## src/rtl/rv_isa_pkg.sv

```systemverilog
// Shared RV32I definitions: base opcodes and the loader state encoding.
package rv_isa_pkg;

    localparam logic [6:0] OP_R      = 7'b0110011;
    localparam logic [6:0] OP_IMM    = 7'b0010011;
    localparam logic [6:0] OP_LOAD   = 7'b0000011;
    localparam logic [6:0] OP_JALR   = 7'b1100111;
    localparam logic [6:0] OP_SYS    = 7'b1110011;
    localparam logic [6:0] OP_STORE  = 7'b0100011;
    localparam logic [6:0] OP_BRANCH = 7'b1100011;
    localparam logic [6:0] OP_LUI    = 7'b0110111;
    localparam logic [6:0] OP_AUIPC  = 7'b0010111;
    localparam logic [6:0] OP_JAL    = 7'b1101111;

    typedef enum logic [1:0] {
        ST_IDLE = 2'd0,
        ST_LOAD = 2'd1,
        ST_DONE = 2'd2
    } load_state_e;

endpackage

```

## src/rtl/instr_field_pack.sv

```systemverilog
// Combinational packer: decoded RV32I fields -> 32-bit instruction word.
// legal_o is low for opcodes outside the supported base set; word_o is 0 then.
module instr_field_pack
    import rv_isa_pkg::*;
(
    input  logic [6:0]  opcode,
    input  logic [4:0]  rd,
    input  logic [2:0]  funct3,
    input  logic [4:0]  rs1,
    input  logic [4:0]  rs2,
    input  logic [6:0]  funct7,
    input  logic [31:0] imm,
    output logic [31:0] word_o,
    output logic        legal_o
);

    // Select the bit layout of the instruction format implied by the opcode.
    always_comb begin
        word_o  = 32'h0;
        legal_o = 1'b1;
        case (opcode)
            OP_R:
                word_o = {funct7, rs2, rs1, funct3, rd, opcode};
            OP_LOAD, OP_IMM, OP_JALR, OP_SYS:
                word_o = {imm[11:0], rs1, funct3, rd, opcode};
            OP_STORE:
                word_o = {imm[11:5], rs2, rs1, funct3, imm[4:0], opcode};
            OP_BRANCH:
                word_o = {imm[12], imm[10:5], rs2, rs1, funct3, imm[4:1], imm[11], opcode};
            OP_LUI, OP_AUIPC:
                word_o = {imm[31:12], rd, opcode};
            OP_JAL:
                word_o = {imm[20], imm[10:1], imm[11], imm[19:12], rd, opcode};
            default:
                legal_o = 1'b0;
        endcase
    end

endmodule

```

## src/rtl/instr_encode_loader.sv

```systemverilog
// Instruction memory loader: packs field tuples into RV32I words and writes
// them to consecutive word addresses, one stage of output registering.
module instr_encode_loader
    import rv_isa_pkg::*;
#(
    parameter int ADDR_W = 32,
    parameter int CNT_W  = 16
) (
    input  logic              clk,
    input  logic              reset,
    input  logic              start,
    input  logic [ADDR_W-1:0] base_addr,
    input  logic [CNT_W-1:0]  num_words,
    input  logic              in_valid,
    output logic              in_ready,
    input  logic [6:0]        opcode,
    input  logic [4:0]        rd,
    input  logic [2:0]        funct3,
    input  logic [4:0]        rs1,
    input  logic [4:0]        rs2,
    input  logic [6:0]        funct7,
    input  logic [31:0]       imm,
    output logic              mem_we,
    output logic [ADDR_W-1:0] mem_addr,
    output logic [31:0]       mem_wdata,
    input  logic              mem_ready,
    output logic              busy,
    output logic              done,
    output logic              err
);

    load_state_e       state_q, state_d;
    logic [ADDR_W-1:0] next_addr_q, next_addr_d;   // address for the next legal word
    logic [CNT_W-1:0]  num_q, num_d;
    logic [CNT_W-1:0]  acc_cnt_q, acc_cnt_d;       // legal tuples taken, including the pending one
    logic [CNT_W-1:0]  wr_cnt_q, wr_cnt_d;         // words accepted by memory
    logic              mem_we_q, mem_we_d;
    logic [ADDR_W-1:0] mem_addr_q, mem_addr_d;
    logic [31:0]       mem_wdata_q, mem_wdata_d;
    logic              err_q, err_d;

    logic [31:0] pack_word;
    logic        pack_legal;
    logic        in_ready_c;
    logic        tuple_fire;
    logic        mem_fire;

    instr_field_pack u_pack (
        .opcode  (opcode),
        .rd      (rd),
        .funct3  (funct3),
        .rs1     (rs1),
        .rs2     (rs2),
        .funct7  (funct7),
        .imm     (imm),
        .word_o  (pack_word),
        .legal_o (pack_legal)
    );

    // A new tuple may enter only if the output register is free or draining this cycle.
    assign in_ready_c = (state_q == ST_LOAD) && (acc_cnt_q < num_q) && (!mem_we_q || mem_ready);
    assign tuple_fire = in_valid && in_ready_c;
    assign mem_fire   = mem_we_q && mem_ready;

    // Next-state logic: load setup on start, word accept/retire bookkeeping in LOAD.
    always_comb begin
        state_d     = state_q;
        next_addr_d = next_addr_q;
        num_d       = num_q;
        acc_cnt_d   = acc_cnt_q;
        wr_cnt_d    = wr_cnt_q;
        mem_we_d    = mem_we_q;
        mem_addr_d  = mem_addr_q;
        mem_wdata_d = mem_wdata_q;
        err_d       = err_q;
        case (state_q)
            ST_IDLE, ST_DONE: begin
                if (start) begin
                    state_d     = ST_LOAD;
                    next_addr_d = base_addr & ~ADDR_W'(3);
                    num_d       = num_words;
                    acc_cnt_d   = '0;
                    wr_cnt_d    = '0;
                    err_d       = 1'b0;
                end
            end
            ST_LOAD: begin
                if (mem_fire) begin
                    mem_we_d = 1'b0;
                    wr_cnt_d = wr_cnt_q + CNT_W'(1);
                end
                if (tuple_fire) begin
                    if (pack_legal) begin
                        mem_we_d    = 1'b1;
                        mem_addr_d  = next_addr_q;
                        mem_wdata_d = pack_word;
                        next_addr_d = next_addr_q + ADDR_W'(4);
                        acc_cnt_d   = acc_cnt_q + CNT_W'(1);
                    end else begin
                        // Illegal tuples are consumed but never counted or written.
                        err_d = 1'b1;
                    end
                end
                // Finish in the same edge that retires the last word.
                if ((wr_cnt_d == num_q) && !mem_we_d) begin
                    state_d = ST_DONE;
                end
            end
            default: state_d = ST_IDLE;
        endcase
    end

    // State and output registers; reset aborts any pending write immediately.
    always_ff @(posedge clk or negedge reset) begin
        if (!reset) begin
            state_q     <= ST_IDLE;
            next_addr_q <= '0;
            num_q       <= '0;
            acc_cnt_q   <= '0;
            wr_cnt_q    <= '0;
            mem_we_q    <= 1'b0;
            mem_addr_q  <= '0;
            mem_wdata_q <= '0;
            err_q       <= 1'b0;
        end else begin
            state_q     <= state_d;
            next_addr_q <= next_addr_d;
            num_q       <= num_d;
            acc_cnt_q   <= acc_cnt_d;
            wr_cnt_q    <= wr_cnt_d;
            mem_we_q    <= mem_we_d;
            mem_addr_q  <= mem_addr_d;
            mem_wdata_q <= mem_wdata_d;
            err_q       <= err_d;
        end
    end

    assign in_ready  = in_ready_c;
    assign mem_we    = mem_we_q;
    assign mem_addr  = mem_addr_q;
    assign mem_wdata = mem_wdata_q;
    assign busy      = (state_q == ST_LOAD);
    assign done      = (state_q == ST_DONE);
    assign err       = err_q;

endmodule

```

## config.mk

```make
export PLATFORM = sky130hd
export DESIGN_NAME = instr_encode_loader
export DESIGN_NICKNAME = d
export VERILOG_FILES = /design/src/rtl/rv_isa_pkg.sv /design/src/rtl/instr_field_pack.sv /design/src/rtl/instr_encode_loader.sv
export SDC_FILE = /design/constraint.sdc
export NUM_CORES = 1
export LEC_CHECK = 0
export BUFFER_PORTS_ARGS = -buffer_cell sky130_fd_sc_hd__buf_2
export CELL_PAD_IN_SITES_DETAIL_PLACEMENT = 0
export CELL_PAD_IN_SITES_GLOBAL_PLACEMENT = 2
export CORE_ASPECT_RATIO = 1.2
export CORE_MARGIN = 2
export CORE_UTILIZATION = 35
export CTS_CLUSTER_DIAMETER = 150
export DETAILED_ROUTE_END_ITERATION = 8
export PLACE_DENSITY = 0.86
export SLEW_MARGIN = 10
export SYNTH_ARGS = -nofsm -noshare
export SYNTH_HDL_FRONTEND = slang
export SYNTH_SLANG_ARGS = --single-unit
```

## constraint.sdc

```tcl
create_clock -name clk -period 7.8 [get_ports clk]
set_clock_uncertainty 0.15 [all_clocks]
set_input_delay 0.39 -clock clk [delete_from_list [all_inputs] [get_ports clk]]
set_output_delay 0.39 -clock clk [all_outputs]
set_load 0.02 [all_outputs]
```

Word level (Yosys, flattened, before mapping):

Cells that the tools add are included.

* bits in registers: 148
* output and inout bits: 69
* input port bits: 117
* logic and storage cells: 75

* equal/unequal tests: 18
* reduce and logical (&&, ||, !) cells: 20
* $lt $le $gt $ge: 1
* multiplexer cells: 24
* add/sub/neg operators: 3

Operators with widths (number)
* $pmux 32 s6: 1
* $mux 32: 3
* $mux 16: 5
* $pmux 16 s2: 2
* $pmux 32 s2: 1
* $add 16x1->16 const B: 2
* $add 32x3->32 const B: 1
* $eq 7x7->1 const B: 4
* $eq 7x6->1 const B: 3
* $eq 16x16->1: 1
* $lt 16x16->1: 1
* $eq 7x5->1 const B: 2
* $reduce_or 10->1: 1
* $mux 1: 8
* $reduce_and 4->1: 2
* $eq 7x2->1 const B: 1
* $ne 2x1->1 const B: 3
* $reduce_and 2->1: 3
* $logic_and 1x1->1: 5
* $mux 2: 2
* $ne 2x2->1 const B: 2
* $pmux 2 s2: 1
* $reduce_or 2->1: 2
* $reduce_or 4->1: 1
* other kinds (8): 9

Longest topological paths before layout:

* depth after elaboration: 10
* mapped depth: 12
* mapped depth without buffers: 8

Modules after synthesis:

Synthesis repeated with hierarchy kept, for this count alone.

* cells, all modules: 866
* area total of the unflattened synthesis: 8299.2 um^2

Modules (own cells, without submodules)
* instr_encode_loader: area an instance 7474.7 um^2, cells an instance 764, times used 1, sequential area each 3603.5 um^2
* instr_field_pack: area an instance 824.5 um^2, cells an instance 102, times used 1, sequential area each 0.0 um^2

Least setup slack after synthesis:

Ideal clock, no wire load.

* path type: reg2reg
* start point: register num_q[7]
* end point: register acc_cnt_q[11]
* cell stages (with the launch flop): 11
* path buffers: 2
* setup time: 66 ps
* period minus slack after synthesis: 2572 ps
* path slack: 5228 ps
* data arrival time: 2356 ps
* path through: dfrtp_1 inv_1 ha_1 a21oi_1 nand3_1 a2111oi_4 nand4_2 buf_6 buf_6 or4_1 nand2_1

* word-level cells in the longest chain between the ends: 6

RTL lines
* start, declared: RTL line instr_encode_loader.sv:34 `logic [CNT_W-1:0] num_q, num_d;`
* start signal, assigned: RTL line instr_encode_loader.sv:128 `num_q <= num_d;`
* $lt 16x16->1: RTL line instr_encode_loader.sv:61 `assign in_ready_c = (state_q == ST_LOAD) && (acc_cnt_q < num_q) && (!mem_we_q || mem_ready);`
* $logic_and 1x1->1 (2 in a row): RTL line instr_encode_loader.sv:61
* $logic_and 1x1->1: RTL line instr_encode_loader.sv:62 `assign tuple_fire = in_valid && in_ready_c;`
* $ne 2x1->1 (no source line)
* $reduce_and 4->1 (no source line)
* end signal, assigned: RTL line instr_encode_loader.sv:129 `acc_cnt_q <= acc_cnt_d;`
* end, declared: RTL line instr_encode_loader.sv:35 `logic [CNT_W-1:0] acc_cnt_q, acc_cnt_d;`

No other way between the ends.
A chain may end at the register's enable or synchronous reset.

Final worst setup path:

* start point: register state_q[1]
* end point: register acc_cnt_q[4]

* word-level cells in the longest chain between the ends: 6
* elaborated cells between the ends (all ways): 13
* those cells by class: eq/ne (5); mux (1); reduce/logical (7)

RTL lines
* start, declared: RTL line instr_encode_loader.sv:32 `load_state_e state_q, state_d;`
* start signal, assigned: RTL line instr_encode_loader.sv:126 `state_q <= state_d;`
* $eq 2x1->1: RTL line instr_encode_loader.sv:61, instr_encode_loader.sv:76
* $logic_and 1x1->1 (2 in a row): RTL line instr_encode_loader.sv:61
* $logic_and 1x1->1: RTL line instr_encode_loader.sv:62
* $ne 2x1->1 (no source line)
* $reduce_and 4->1 (no source line)

Parallel ways exist; a longest one is shown, timed or not.

==> metrics.md <==
| Metric | Value |
|---|---|
| Outcome | `finished clean` |
| Required time of the worst setup path | `7.99 ns` |
| Cell variety after synth | `73` |
| Total placed cells including tap cells | `between 1000 and 1500` |
| PnR worst setup slack | `between 3 and 4 ns` |
| Worst Setup Start Kind | `register` |
| Via count of the first global-routing pass | `roughly 7600` |
| Total wirelength of the detailed-routed design | `between 20 and 25 mm` |
| Total standard cell area after synthesis | `roughly 8000 um^2` |
| Placement Rows | `61` |
| Setup violation total in the final timing report | `0` |
| Port-buffer cells | `181` |
| Remaining design rule violation count | `0` |
| Antenna violations before repair | `0` |
| Delay of the slowest cell on the worst path | `around 0.66 ns` |
| Tightest Hold Check Type | `in -> reg` |
| Clock transition time at the flip-flop clock pins of the worst setup and hold paths | `about 0.06 ns` |
| Vias per Instance | `between 5 and 6` |
| Final hold vios | `0` |
| Number of iterations in the first detailed-routing pass | `6` |
| Largest net degree at the start of global routing | `93` |
| Critical-path maximum fanout | `~60` |
| Final-layout setup total negative slack | `0 ns` |
| Async set or reset register ratio after synthesis | `1.00` |
| Clock tree from TritonCTS | `yes` |
| Placer Congestion | `between 0.8 and 0.9` |
| Min Clock Period, post-route | `roughly 3.9 ns` |
| Final std cells w/o fill | `about 1400` |
| Resized cells post-CTS | `0` |
| Most common cell after layout, fill and taps aside | `sky130_fd_sc_hd__buf_2` |
| Number of enable flip-flop cells after synthesis | `0` |
| Overall routing resource usage | `0.207` |
| Routed vias | `7639` |
| Worst Setup Path Type | `reg -> reg` |
| Sequential element share of the synthesized area | `0.442` |
| Worst supply voltage drop on vdd | `~0.14 mV` |
| Critical path's slowest cell | `sky130_fd_sc_hd__nand4_4` |
| Setup WS pre-CTS | `3.96 ns` |
| Layout cell share with drive strength beyond 1 | `0.220` |
| Yosys synthesis warning count | `0` |
| Number of buffers created by CTS | `17` |
| Maximum count of clock buffers along a single path | `2` |
| Register bit total from synthesis | `144` |
| Max-cap violations | `0` |
| Data arrival time of the worst path | `around 4.0 ns` |
| Diodes inserted | `0` |
| IO Pins | `186` |
| Top cells by area, synth | `sky130_fd_sc_hd__dfrtp_1 44%, sky130_fd_sc_hd__nand2_1 8.2%, sky130_fd_sc_hd__o21ai_0 4.9%, sky130_fd_sc_hd__a21oi_1 3.2%, sky130_fd_sc_hd__ha_1 2.8%` |
| Clock root buffer master | `sky130_fd_sc_hd__clkbuf_16` |
| Largest area contributor in the netlist | `sky130_fd_sc_hd__dfrtp_1` |
| Unrepaired setup endpoints after global routing | `false` |
| GRT Residual Overflow | `0` |
| Final HPWL from detailed placement | `17.1 mm` |
| Slew HR | `0.277` |
| Net count, final | `1214` |
| Iteration-0 DRC Markers | `roughly 450` |
| Slew of the pin with the lowest slew margin | `about 1.1 ns` |
| Share of the synthesized area in the top cell type | `0.442` |
| Global-route wire length before repair | `around 40 mm` |
| Antenna violation net count after detailed routing | `0` |
| # H-tree levels | `4` |
| Average wire per standard cell | `between 15 and 20 um` |
| Placeable core region | `approximately 23000 um^2` |
| Series of cell instances along the critical path | `nand2b_2, buf_4, clkinv_2, o21ai_2, a2111oi_4, nand4_4, buf_4, or4_1, a21oi_1` |
| Leak | `between 4 and 5 nW` |
| Final Max Tran Viols | `0` |
| Most Frequent Cell on Critical Path | `sky130_fd_sc_hd__buf_4` |
| Highest clock frequency the design can meet | `~260 MHz` |
| Clock latency on the worst-skew pair | `about 0.42 ns` |
| Mapped Cells | `~940` |
| Period Utilization, post-route | `0.494` |
| Syn Area/Cell | `slightly below 9 um^2` |
| Initial Utilization | `0.353` |
| Overall power after layout | `2.09 mW` |
| Endpoint class of the critical path | `register` |
| Layout area overhead | `20.8%` |
| Die Wd | `between 100 and 150 um` |
| Vert. Die Dim | `around 170 um` |
| Die area | `24500 um^2` |
| Commonest cells after routing, fill and taps aside | `180 x sky130_fd_sc_hd__buf_2, 179 x sky130_fd_sc_hd__nand2_1, 144 x sky130_fd_sc_hd__dfrtp_1, 80 x sky130_fd_sc_hd__o21ai_0, 52 x sky130_fd_sc_hd__a21oi_1` |
| Power Density | `between 200 and 250 nW/um^2` |
| Number of sinks driven by the clock tree | `about 140` |
| Dominant synthesized flop cell | `sky130_fd_sc_hd__dfrtp_1` |
cell type report:
type	instances	area [um^2]
Sequential cell	144	3600
Timing Repair Buffer	191	990
Tap cell	315	394
Inverter	30	114
Multi-Input combinational cell	695	4130
Clock buffer	18	429
Clock inverter	14	180
Fill cell	2384	13200
power breakdown:
part | switching (mW) | internal (mW) | leakage [nW]
clock network | 0.346 | 0.510 | 0.292
logic | 0.200 | 0.130 | 2.35
registers | 0.0805 | 0.825 | 1.86
path summary, 6_finish.rpt:
| check | from | endpoint | slack, ns | depth (start not counted) |
|---|---|---|---|---|
| min reg2reg | mem_addr[29]$_DFFE_PN0P_ | mem_addr[29]$_DFFE_PN0P_ | 0.31 | 2 |
| max reg2reg | state_q[1]$_DFFE_PN0P_ | acc_cnt_q[4]$_DFFE_PN0P_ | 3.95 | 9 |
| min | num_words[0] | num_q[0]$_DFFE_PN0P_ | 0.02 | 3 |
| max | state_q[1]$_DFFE_PN0P_ | acc_cnt_q[4]$_DFFE_PN0P_ | 3.95 | 9 |
| max in group asynchronous | reset | mem_addr[4]$_DFFE_PN0P_ | 5.75 | 3 |
| min in group asynchronous | reset | wr_cnt_q[4]$_DFFE_PN0P_ | 0.50 | 2 |
through the flow:
stage / hold slack (ns) / utilization / cell area, um^2
after floorplan: -0.0556 / - / 8150
after global placement: 0.296 / 0.400 / 9220
after detailed placement: 0.300 / 0.400 / 9220
after CTS: 0.00232 / 0.427 / 9840
after global routing: 0.0211 / 0.427 / 9840
final: 0.0177 / 0.427 / 9840
sequential cells by signal, summed over array words and instances (netlist names):
signal       flops
state_q          2
err              1
mem_we           1
mem_wdata       32
mem_addr        30
acc_cnt_q       16
wr_cnt_q        16
num_q           16
next_addr_q     30
worst max-delay path, delay by kind of cell, from the launching register on:
kind            cells  cell delay (ns)
compound gates      3             0.65
simple gates        3             1.36
flops               1             0.36
buf+inv             3             1.20
layer usage:
metal | GRT usage | up-vias | wire length, um
li1 | - | 3716 | -
met1 | 0.274 | 3641 | 10800
met2 | 0.341 | 256 | 11600
met3 | 0.0453 | 26 | 1560
met4 | 0.0580 | 0 | 314
met5 | 0 | - | 0
cell families (layout without fill, tap and decap cells):
kind of cell / after synthesis / in the layout / synth area share
compound gates: 282 / 282 / 0.230
xor+xnor: 18 / 18 / 0.0194
fa+ha+maj: 18 / 18 / 0.0276
buf+inv: 97 / 253 / 0.0545
flops: 144 / 144 / 0.442
mux: 4 / 4 / 0.00507
other cells: 1 / 2 / 0.000460
simple gates: 371 / 371 / 0.220
cells in the mapped netlist (all sizes together), types with 6 or more instances:
cell / instances
and3: 14
nor3: 13
dfrtp: 144
o21ai: 81
a222oi: 11
nand3: 37
a21o: 8
o22ai: 13
buf: 31
and2: 7
or4: 11
ha: 18
nor2: 43
nand4: 22
and4: 11
o31ai: 11
a21oi: 52
a22oi: 16
nand2b: 11
xnor2: 12
o22a: 14
nor4: 9
a31oi: 18
xor2: 6
o211ai: 13
nand2: 179
clkbuf: 36
inv: 29
repair_timing:
item / in CTS / in global routing
buffers inserted: 0 / 0
endpoints found under the hold margin: 91 / 0
hold buffers: 1 / 0
(Power assumes the default switching activity.)
